**config.mk**
```make
export PLATFORM = sky130hd
export DESIGN_NAME = palindrome_gen
export DESIGN_NICKNAME = d
export VERILOG_FILES = /design/src/rtl/palindrome_gen.sv
export SDC_FILE = /design/constraint.sdc
export NUM_CORES = 1
export LEC_CHECK = 0
export BUFFER_PORTS_ARGS = -buffer_cell sky130_fd_sc_hd__buf_2
export CAP_MARGIN = 20
export CORE_MARGIN = 2
export CORE_UTILIZATION = 51
export DETAILED_ROUTE_END_ITERATION = 16
export PLACE_DENSITY = 0.79
export SYNTH_ARGS = -nofsm -noshare
export SYNTH_HDL_FRONTEND = slang
export SYNTH_SLANG_ARGS = --single-unit
```
**constraint.sdc**
```tcl
create_clock -name clk -period 1.8 [get_ports clk]
set_input_delay 0.18 -clock clk [delete_from_list [all_inputs] [get_ports clk]]
set_output_delay 0.18 -clock clk [all_outputs]
set_load 0.1 [all_outputs]
```
**src/rtl/palindrome_gen.sv**
```systemverilog
// palindrome_gen: builds a DATA_WIDTH-bit binary palindrome from a half-width seed.
// The seed fills the upper half; the lower half is mirrored in one bit per clock.
//
// Ports:
//   clk        in   rising-edge clock
//   resetn     in   asynchronous active-low reset
//   din        in   seed, becomes dout[DATA_WIDTH-1 -: HALF]
//   din_valid  in   seed offered
//   din_ready  out  block is idle and can take a seed
//   dout       out  work register; complete only while dout_valid=1
//   dout_valid out  dout holds a finished palindrome
//   dout_ready in   consumer takes dout
//   busy       out  building or holding a result
module palindrome_gen #(
    parameter int DATA_WIDTH = 32
) (
    input  logic                            clk,
    input  logic                            resetn,
    input  logic [(DATA_WIDTH+1)/2-1:0]     din,
    input  logic                            din_valid,
    output logic                            din_ready,
    output logic [DATA_WIDTH-1:0]           dout,
    output logic                            dout_valid,
    input  logic                            dout_ready,
    output logic                            busy
);

    localparam int HALF = (DATA_WIDTH + 1) / 2;
    localparam int NMIR = DATA_WIDTH / 2;
    localparam int CW   = (NMIR > 0) ? $clog2(NMIR + 1) : 1;
    localparam int LAST = (NMIR > 0) ? NMIR - 1 : 0;

    typedef enum logic [1:0] {
        S_IDLE,
        S_BUILD,
        S_DONE
    } state_t;

    // A 1-bit word has nothing to mirror and is finished on load.
    localparam state_t S_LOADED = (NMIR > 0) ? S_BUILD : S_DONE;

    state_t                r_state;
    state_t                w_next_state;
    logic [DATA_WIDTH-1:0] r_work;
    logic [DATA_WIDTH-1:0] w_work_nxt;
    logic [CW-1:0]         r_cnt;
    logic [CW-1:0]         w_cnt_nxt;
    logic                  w_last;

    assign w_last = (r_cnt == CW'(LAST));

    always_ff @(posedge clk or negedge resetn) begin
        if (!resetn) begin
            r_state <= S_IDLE;
        end else begin
            r_state <= w_next_state;
        end
    end

    always_comb begin
        w_next_state = r_state;
        unique case (r_state)
            S_IDLE:  if (din_valid)  w_next_state = S_LOADED;
            S_BUILD: if (w_last)     w_next_state = S_DONE;
            S_DONE:  if (dout_ready) w_next_state = S_IDLE;
            default: w_next_state = S_IDLE;
        endcase
    end

    always_comb begin
        w_work_nxt = r_work;
        w_cnt_nxt  = r_cnt;
        unique case (r_state)
            S_IDLE: begin
                if (din_valid) begin
                    w_work_nxt = '0;
                    w_work_nxt[DATA_WIDTH-1 -: HALF] = din;
                    w_cnt_nxt  = '0;
                end
            end
            S_BUILD: begin
                // Constant bit indices keep the mirror select lint-clean for any width.
                for (int i = 0; i < NMIR; i++) begin
                    if (r_cnt == CW'(i)) begin
                        w_work_nxt[i] = r_work[DATA_WIDTH-1-i];
                    end
                end
                w_cnt_nxt = r_cnt + CW'(1);
            end
            default: ;
        endcase
    end

    always_ff @(posedge clk or negedge resetn) begin
        if (!resetn) begin
            r_work <= '0;
            r_cnt  <= '0;
        end else begin
            r_work <= w_work_nxt;
            r_cnt  <= w_cnt_nxt;
        end
    end

    assign dout       = r_work;
    assign din_ready  = (r_state == S_IDLE);
    assign dout_valid = (r_state == S_DONE);
    assign busy       = (r_state != S_IDLE);

endmodule
```
* Word-level counts from Yosys, hierarchy flattened
Cells that the tools add are included.
Word-level totals: bits in registers 39, input bits 20, logic and storage cells 102
Cells by class: add/subtract/negate cells 1, eq/ne operators 35, mux-type cells 24, reductions and logical operators 23
Operator list (count):
- $reduce_and 3->1 | 17
- $eq 5x4->1 const B | 8
- $ne 2x2->1 const B | 17
- $pmux 16 s2 | 1
- $eq 5x3->1 const B | 4
- $mux 1 | 16
- $mux 16 | 1
- $eq 5x2->1 const B | 2
- $pmux 5 s2 | 1
- $mux 2 | 3
- $pmux 2 s3 | 1
- $add 5x1->5 const B | 1
- $eq 5x1->1 const B | 1
- $logic_not 5->1 | 1
- $mux 5 | 1
- $reduce_and 2->1 | 2
- $reduce_bool 2->1 | 2
- $eq 2x1->1 const B | 1
- $eq 2x2->1 const B | 1
- $logic_not 2->1 | 1
- $ne 2x1->1 const B | 1

* Longest topological paths before layout
Gate-level depths: netlist of run 1.
word-level depth 3, mapped depth 6, gate-level depth less buffers 5

* Worst setup path after synthesis of run 1
No wires, ideal clock.
kind reg2out, start register r_state[1], end output port busy, arrival 2.733 ns, required time 1.620 ns, setup slack -1.113 ns, cell stages (with the launch flop) 4, buffers on the path 1, path through dfrtp_1 > buf_6 > nor2_1 > inv_1
On the way: longest elaborated chain between the ends 1
Ends and longest elaborated chain:
- start, declared | line 42 | state_t r_state;
- start signal, assigned | line 56 | r_state <= w_next_state;
- $reduce_bool 2->1 | line 107 | assign busy = (r_state != S_IDLE);
- end, declared | line 25 | output logic busy
No other way between the ends.

* Worst setup path in the final report of run 1
start register r_cnt[1], end register r_work[1] (netlist: dout[1])
On the way: longest elaborated chain between the ends 3
Ends and longest elaborated chain:
- start, declared | line 46 | logic [CW-1:0] r_cnt;
- start signal, assigned | line 100 | r_cnt <= w_cnt_nxt;
- $eq 5x1->1 | line 84 | if (r_cnt == CW'(i)) begin
- $ne 2x2->1 (no line)
- $reduce_and 3->1 (no line)
- end signal, assigned | line 99 | r_work <= w_work_nxt;
- end, declared | line 44 | logic [DATA_WIDTH-1:0] r_work;
No other way between the ends. A chain may end at the register's enable or synchronous reset.

==> run summary, run 1 <==
================================================================================
Mapped Avg Cell Area                                                    9.99 µm²
Yosys top cell area share                                                  0.509
Leftover overflow at the end of global routing                                 0
Final HPWL DP                                                            3050 µm
Most common cell in the synthesized netlist                              nand2_1
Post-synth EDFFs                                                               0
Final critical-path required period                                      1.70 ns
H-tree Lvls                                                                    2
Total number of vias                                                       1,598
Path category of the worst min-delay check                          primary input to register
GRT Resource Usage Total                                                   0.227
# setup viols final                                                            0
Headroom to the max-slew limit                                             0.671
Number of clock buffers inserted by TritonCTS                                  5
Worst-margin pin slew                                                   0.498 ns
Number of rows in the core area                                               22
Number of antenna violations at the first check in global routing              0
Placer's final routability congestion estimate                             0.786
Count of antenna diodes in the layout                                          0
Sequential-to-total area share from yosys stat                             0.509
Total setup buffers inserted after CTS                                         0
Unrepaired setup endpoints after global routing                               no
Final Net Count                                                              275
Overall routed net length                                                4250 µm
Net count after synthesis                                                    217
Maximum achievable frequency                                             588 MHz
Tcrit/Tclk final                                                           0.945
Startpoint-to-endpoint class of the critical path                   register to register
#FFs+latches synth                                                            39
Clock tree from TritonCTS                                                    yes
Cell type with the highest aggregate area in the netlist                 dfrtp_1
Number of sinks on the clock net                                              39
Fraction of final layout cells with drive strength greater than 1          0.319
Number of unique standard cell types used by synthesis                        37
Final ANT Viol Nets                                                            0
Total negative setup slack                                                  0 ns
Critical path data arrival time                                          1.87 ns
Clock skew after layout                                               0.00735 ns
Max-cap violations                                                             0
Iteration-0 DRC count of the detailed router                                 110
Floorplan die area                                                      4270 µm²
Crit path required time                                                  1.97 ns
Port-buffer cells                                                             54
Cell types occupying the most area after synthesis                  dfrtp_1 51%, nand2_1 14%, buf_6 3.5%
Residual DRC                                                                   0
First-pass GRT wire length                                               7400 µm
Synth Flop Type                                                          dfrtp_1
Type of destination of the critical path                                register
Total I/O pin count                                                           55
Area of the mapped netlist                                              1920 µm²
Area of the core                                                        3630 µm²
Max Fanout on Critical Path                                                    8
Number of endpoints with negative hold slack in the final report               0
Clock Tree Buf Depth                                                           2
Max-slew violation count                                                       0
Pin count of the biggest net entering global routing                          40
CP startpoint kind                                                      register
Number of gates given a new drive strength after cts                           0
Initial core utilization                                                   0.528
Die outline height                                                       65.3 µm
Share of synthesized flip-flops with an asynchronous set or reset           1.00
Number of global-route vias before repair                                  1,633
Total iterations of the first detailed-routing run                             4
Wire length per cell after detailed routing                              14.2 µm
Synth cell count leaders                                            69 x nand2_1, 39 x dfrtp_1
CTS root buffer                                                         clkbuf_8
Count of mapped cells out of synthesis                                       192
Yosys warns                                                                    0
Average vias per placed instance                                            5.34
Status                                                              complete, no violations
Growth of design area from synthesis to finish                             23.9%
Worst-path clk slew                                                      0.08 ns
Hold bufs inserted after CTS                                                   1
Chip Width                                                               65.3 µm
Clock Latency Late Sink                                                  0.29 ns
================================================================================
-- routing by layer --
metal,routed length [µm],up-vias,global-route usage
li1,-,770,-
met1,1820,764,0.289
met2,2080,57,0.378
met3,264,7,0.0548
met4,89,0,0.0807
met5,0,-,0
-- cell type report --
cell class / instances / area, µm²
well taps: 48 / 60.1
fillers: 334 / 1260
clock buffers: 5 / 68.8
multi-input cells: 134 / 821
repair buffers: 64 / 360
inverters: 6 / 22.5
clock inverters: 3 / 67.6
flip-flops and latches: 39 / 976
-- stage by stage --
| step | utilization | instances | setup WS (ns) | cell area (µm²) | hold slack [ns] |
|---|---|---|---|---|---|
| 3_3_place_gp | 0.614 | 290 | 0.297 | 2230 | 0.262 |
| 6_report | 0.654 | 299 | 0.0988 | 2380 | 0.0699 |
| 3_5_place_dp | 0.614 | 290 | 0.137 | 2230 | 0.261 |
| 2_1_floorplan | - | 192 | -0.434 | 1920 | -0.116 |
| 5_1_grt | 0.654 | 299 | 0.00802 | 2380 | 0.0748 |
| 4_1_cts | 0.654 | 299 | 0.0886 | 2380 | 0.0639 |
-- cell usage in the layout, fill, tap and decap left out, types with 2 or more instances in the layout --
| cell | n |
|---|---|
| nor2b_1 | 2 |
| nand4bb_1 | 2 |
| a31o_1 | 3 |
| nand4_1 | 2 |
| xor2_1 | 2 |
| clkbuf_8 | 5 |
| buf_2 | 54 |
| and3_1 | 4 |
| a21oi_1 | 2 |
| inv_1 | 6 |
| ha_1 | 5 |
| o211ai_1 | 6 |
| dfrtp_1 | 39 |
| o31ai_1 | 6 |
| o311ai_2 | 2 |
| nand2_1 | 69 |
| nand2b_1 | 3 |
| o21ai_0 | 4 |
| a22o_1 | 2 |
| bufinv_16 | 2 |
| buf_4 | 8 |
| nor2_1 | 2 |
| o41ai_2 | 2 |
-- worst paths after layout --
| path | slack [ns] | to | depth (start not counted) | start |
|---|---|---|---|---|
| max | 0.1 | dout[1]$_DFFE_PN0P_ | 5 | r_cnt[1]$_DFFE_PN0P_ |
| min | 0.07 | dout[21]$_DFFE_PN0P_ | 3 | din[5] |
| max reg2reg | 0.1 | dout[1]$_DFFE_PN0P_ | 5 | r_cnt[1]$_DFFE_PN0P_ |
| min reg2reg | 0.49 | dout[15]$_DFFE_PN0P_ | 1 | dout[15]$_DFFE_PN0P_ |
| max in group asynchronous | 1.00 | dout[20]$_DFFE_PN0P_ | 3 | resetn |
| min in group asynchronous | 0.46 | dout[7]$_DFFE_PN0P_ | 3 | resetn |
-- critical path, cell delays in order (launching register included) --
cell       delay (ns)
dfrtp_1          0.43
inv_1            0.11
ha_1             0.16
nand4bb_1        0.37
o311ai_2         0.40
o41ai_2          0.12
-- state kept, by name, indices dropped and copies added, names as in the netlist --
| signal | cells |
|---|---|
| dout | 32 |
| r_cnt | 5 |
| r_state | 2 |
-- logic make-up after synthesis --
kind of cell | count (synthesis) | share of synthesized area
AO/OA/AOI/OAI | 32 | 0.141
XOR/XNOR | 2 | 0.00913
adder cells (fa/ha/maj) | 5 | 0.0326
buffers and inverters | 19 | 0.0659
flip-flops | 39 | 0.509
multiplexers | 1 | 0.00522
AND/OR/NAND/NOR | 94 | 0.237
Power of run 1 is left out: the tool's default activity adds up to more than one toggle a clock period on the data nets, which glitch-free logic cannot reach.
==> inputs of run 2 (changes only) <==
--- a/config.mk
+++ b/config.mk
@@ -11,6 +11,7 @@
 export CORE_UTILIZATION = 51
 export DETAILED_ROUTE_END_ITERATION = 16
 export PLACE_DENSITY = 0.79
+export REMOVE_ABC_BUFFERS = 1
 export SYNTH_ARGS = -nofsm -noshare
 export SYNTH_HDL_FRONTEND = slang
 export SYNTH_SLANG_ARGS = --single-unit
==> run summary, run 2 (synthesis gave the netlist of run 1 again) <==
================================================================================
Reg2reg start                                                       r_cnt[0]$_DFFE_PN0P_
Global-route layer with the greatest usage                                  met2
Crit path required time                                                  1.62 ns   -0.35 ns
CP startpoint kind                                                      register
Minimum setup slack among reg-to-reg paths                               0.15 ns   +0.05 ns
Number of sinks on the clock net                                              39   unchanged
Total number of vias                                                       1,576   -1.4%
H-tree Lvls                                                                    2   unchanged
Destination of the worst hold path                                  dout[16]$_DFFE_PN0P_
Number of rows in the core area                                               22   unchanged
Worst hold path cell count                                                     3   unchanged
Headroom to the max-slew limit                                             0.674   +0.00360
Number of flip-flops in the largest register                                  32   unchanged
Clock tree from TritonCTS                                                    yes
Total I/O pin count                                                           55   unchanged
Delay of the slowest cell on the worst path                              0.45 ns   +0.02 ns
Area of the core                                                        3630 µm²   unchanged
Non-filler instance count after layout                                       298   -0.33%
Number of antenna violations at the first check in global routing              0   unchanged
Pin count of the biggest net entering global routing                          40   unchanged
Number of clock buffers inserted by TritonCTS                                  5   unchanged
Final Net Count                                                              274   -0.36%
Die outline height                                                       65.3 µm   unchanged
Placer's final routability congestion estimate                             0.833   +5.9%
Total instance count after detailed placement                                289   -0.34%
Count of antenna diodes in the layout                                          0   unchanged
Number of endpoints with negative hold slack in the final report               0   unchanged
Highest-delay cell along the critical path                               dfrtp_1
# setup viols final                                                            0   unchanged
Final HPWL DP                                                            2880 µm   -5.4%
Total iterations of the first detailed-routing run                             4   unchanged
Least setup slack across all paths after layout                         0.107 ns   +0.00812 ns
CTS root buffer                                                         clkbuf_8
Leftover overflow at the end of global routing                                 0   unchanged
GRT met1 Usage                                                             0.276   -0.0136
Overall routed net length                                                4030 µm   -5.2%
Max-slew violation count                                                       0   unchanged
Initial core utilization                                                   0.528   unchanged
Status                                                              complete, no violations
Port-buffer cells                                                             54   unchanged
Most frequent cells in the layout                                   69 x nand2_1, 53 x buf_2, 39 x dfrtp_1
Max Fanout on Critical Path                                                    8   unchanged
Terminus of the critical flop-to-flop path                          dout[2]$_DFFE_PN0P_
Post-placement worst setup slack                                        0.168 ns   +0.0305 ns
GRT Resource Usage Total                                                   0.207   -0.0201
Final ANT Viol Nets                                                            0   unchanged
Tcrit/Tclk final                                                           0.941   -0.00451
Unrepaired setup endpoints after global routing                               no
Iteration-0 DRC count of the detailed router                                  92   -16%
Fraction of final layout cells with drive strength greater than 1          0.300   -0.0187
Clock skew after layout                                               0.00647 ns   -0.000878 ns
Chip Width                                                               65.3 µm   unchanged
Maximum achievable frequency                                             591 MHz   +0.48%
Worst-path clk slew                                                      0.07 ns   about the same
Clock Latency Late Sink                                                  0.29 ns   about the same
GR Util met3                                                              0.0479   -0.00685
Cell-by-cell listing of the critical path                           buf_4, nor2_1, buf_2
First-pass GRT wire length                                               6720 µm   -9.2%
Wire length per cell after detailed routing                              13.5 µm   -4.8%
Startpoint-to-endpoint class of the critical path                   register to output port
Floorplan die area                                                      4270 µm²   unchanged
Path category of the worst min-delay check                          primary input to register
Number of global-route vias before repair                                  1,440   -12%
Final core area utilization                                                0.633   -0.0213
Hold_sp                                                                   din[0]
Max-cap violations                                                             0   unchanged
Type of destination of the critical path                             output port
Critical path data arrival time                                          1.51 ns   -0.36 ns
Met2 Track Usage GR                                                        0.333   -0.0446
Growth of design area from synthesis to finish                             19.8%
Residual DRC                                                                   0   unchanged
Worst-margin pin slew                                                   0.492 ns   -0.00543 ns
Average vias per placed instance                                            5.29   -1.0%
Clock Tree Buf Depth                                                           2   unchanged
Path depth of the worst reg2reg path                                           5   unchanged
Commonest non-fill, non-tap cell in the layout                           nand2_1
Final critical-path required period                                      1.69 ns   -0.00812 ns
================================================================================
run 2: changes by cell type in the layout (fill, tap and decap cells not counted), sizes merged:
cell      previous run  this run
bufinv               2         0
clkinv               0         1
clkbuf               5         8
buf                 63        61
clkinvlp             1         0
run 2: metal layers:
layer / share of wire / vias up
met2: 0.50 / 43
met3: 0.050 / 4
met4: 0.011 / 0
li1: - / 770
met1: 0.44 / 759
met5: 0 / -
run 2: how the worst max path moves through the flow:
| stage | startpoint | cells after the start | to | slack [ns] |
|---|---|---|---|---|
| floorplan | r_state[1]$_DFFE_PN0P_ | 2 | busy | -1.12 |
| global placement | r_cnt[0]$_DFFE_PN0P_ | 5 | dout[2]$_DFFE_PN0P_ | 0.26 |
| detailed placement | r_cnt[0]$_DFFE_PN0P_ | 5 | dout[2]$_DFFE_PN0P_ | 0.17 |
| CTS | r_state[1]$_DFFE_PN0P_ | 3 | dout_valid | 0.04 |
| global route | r_state[1]$_DFFE_PN0P_ | 3 | din_ready | 0.02 |
| finish | r_state[1]$_DFFE_PN0P_ | 3 | din_ready | 0.11 |
run 2: worst max-delay path: cells and delay by family (launching register included):
kind | cells | cell delay (ns)
flops | 1 | 0.45
buf+inv | 2 | 0.64
simple gates | 1 | 0.13
run 2: metrics by stage:
stage               TNS (ns)  instance area [µm²]  hold slack (ns)
floorplan              -2.16                 1810           -0.116
global placement           0                 2200            0.258
detailed placement         0                 2200            0.255
CTS                        0                 2300           0.0714
global route               0                 2300           0.0700
finish                     0                 2300           0.0781
run 2: what timing repair did:
| action | 4_1_cts | 5_1_grt |
|---|---|---|
| endpoints found under the setup margin | 0 | 1 |
| hold endpoints to repair | 39 | 0 |
| buffers inserted | 0 | 0 |
| resized for setup | 0 | 1 |
| hold buffers | 1 | 0 |
run 2: cell type report:
type	instances	area (µm²)
clock inverters	1	5.00
clock buffers	7	76.3
flip-flops and latches	39	976
multi-input cells	134	816
repair buffers	63	343
fillers	338	1340
inverters	6	22.5
well taps	48	60.1
Power of run 2 is left out for the same reason.
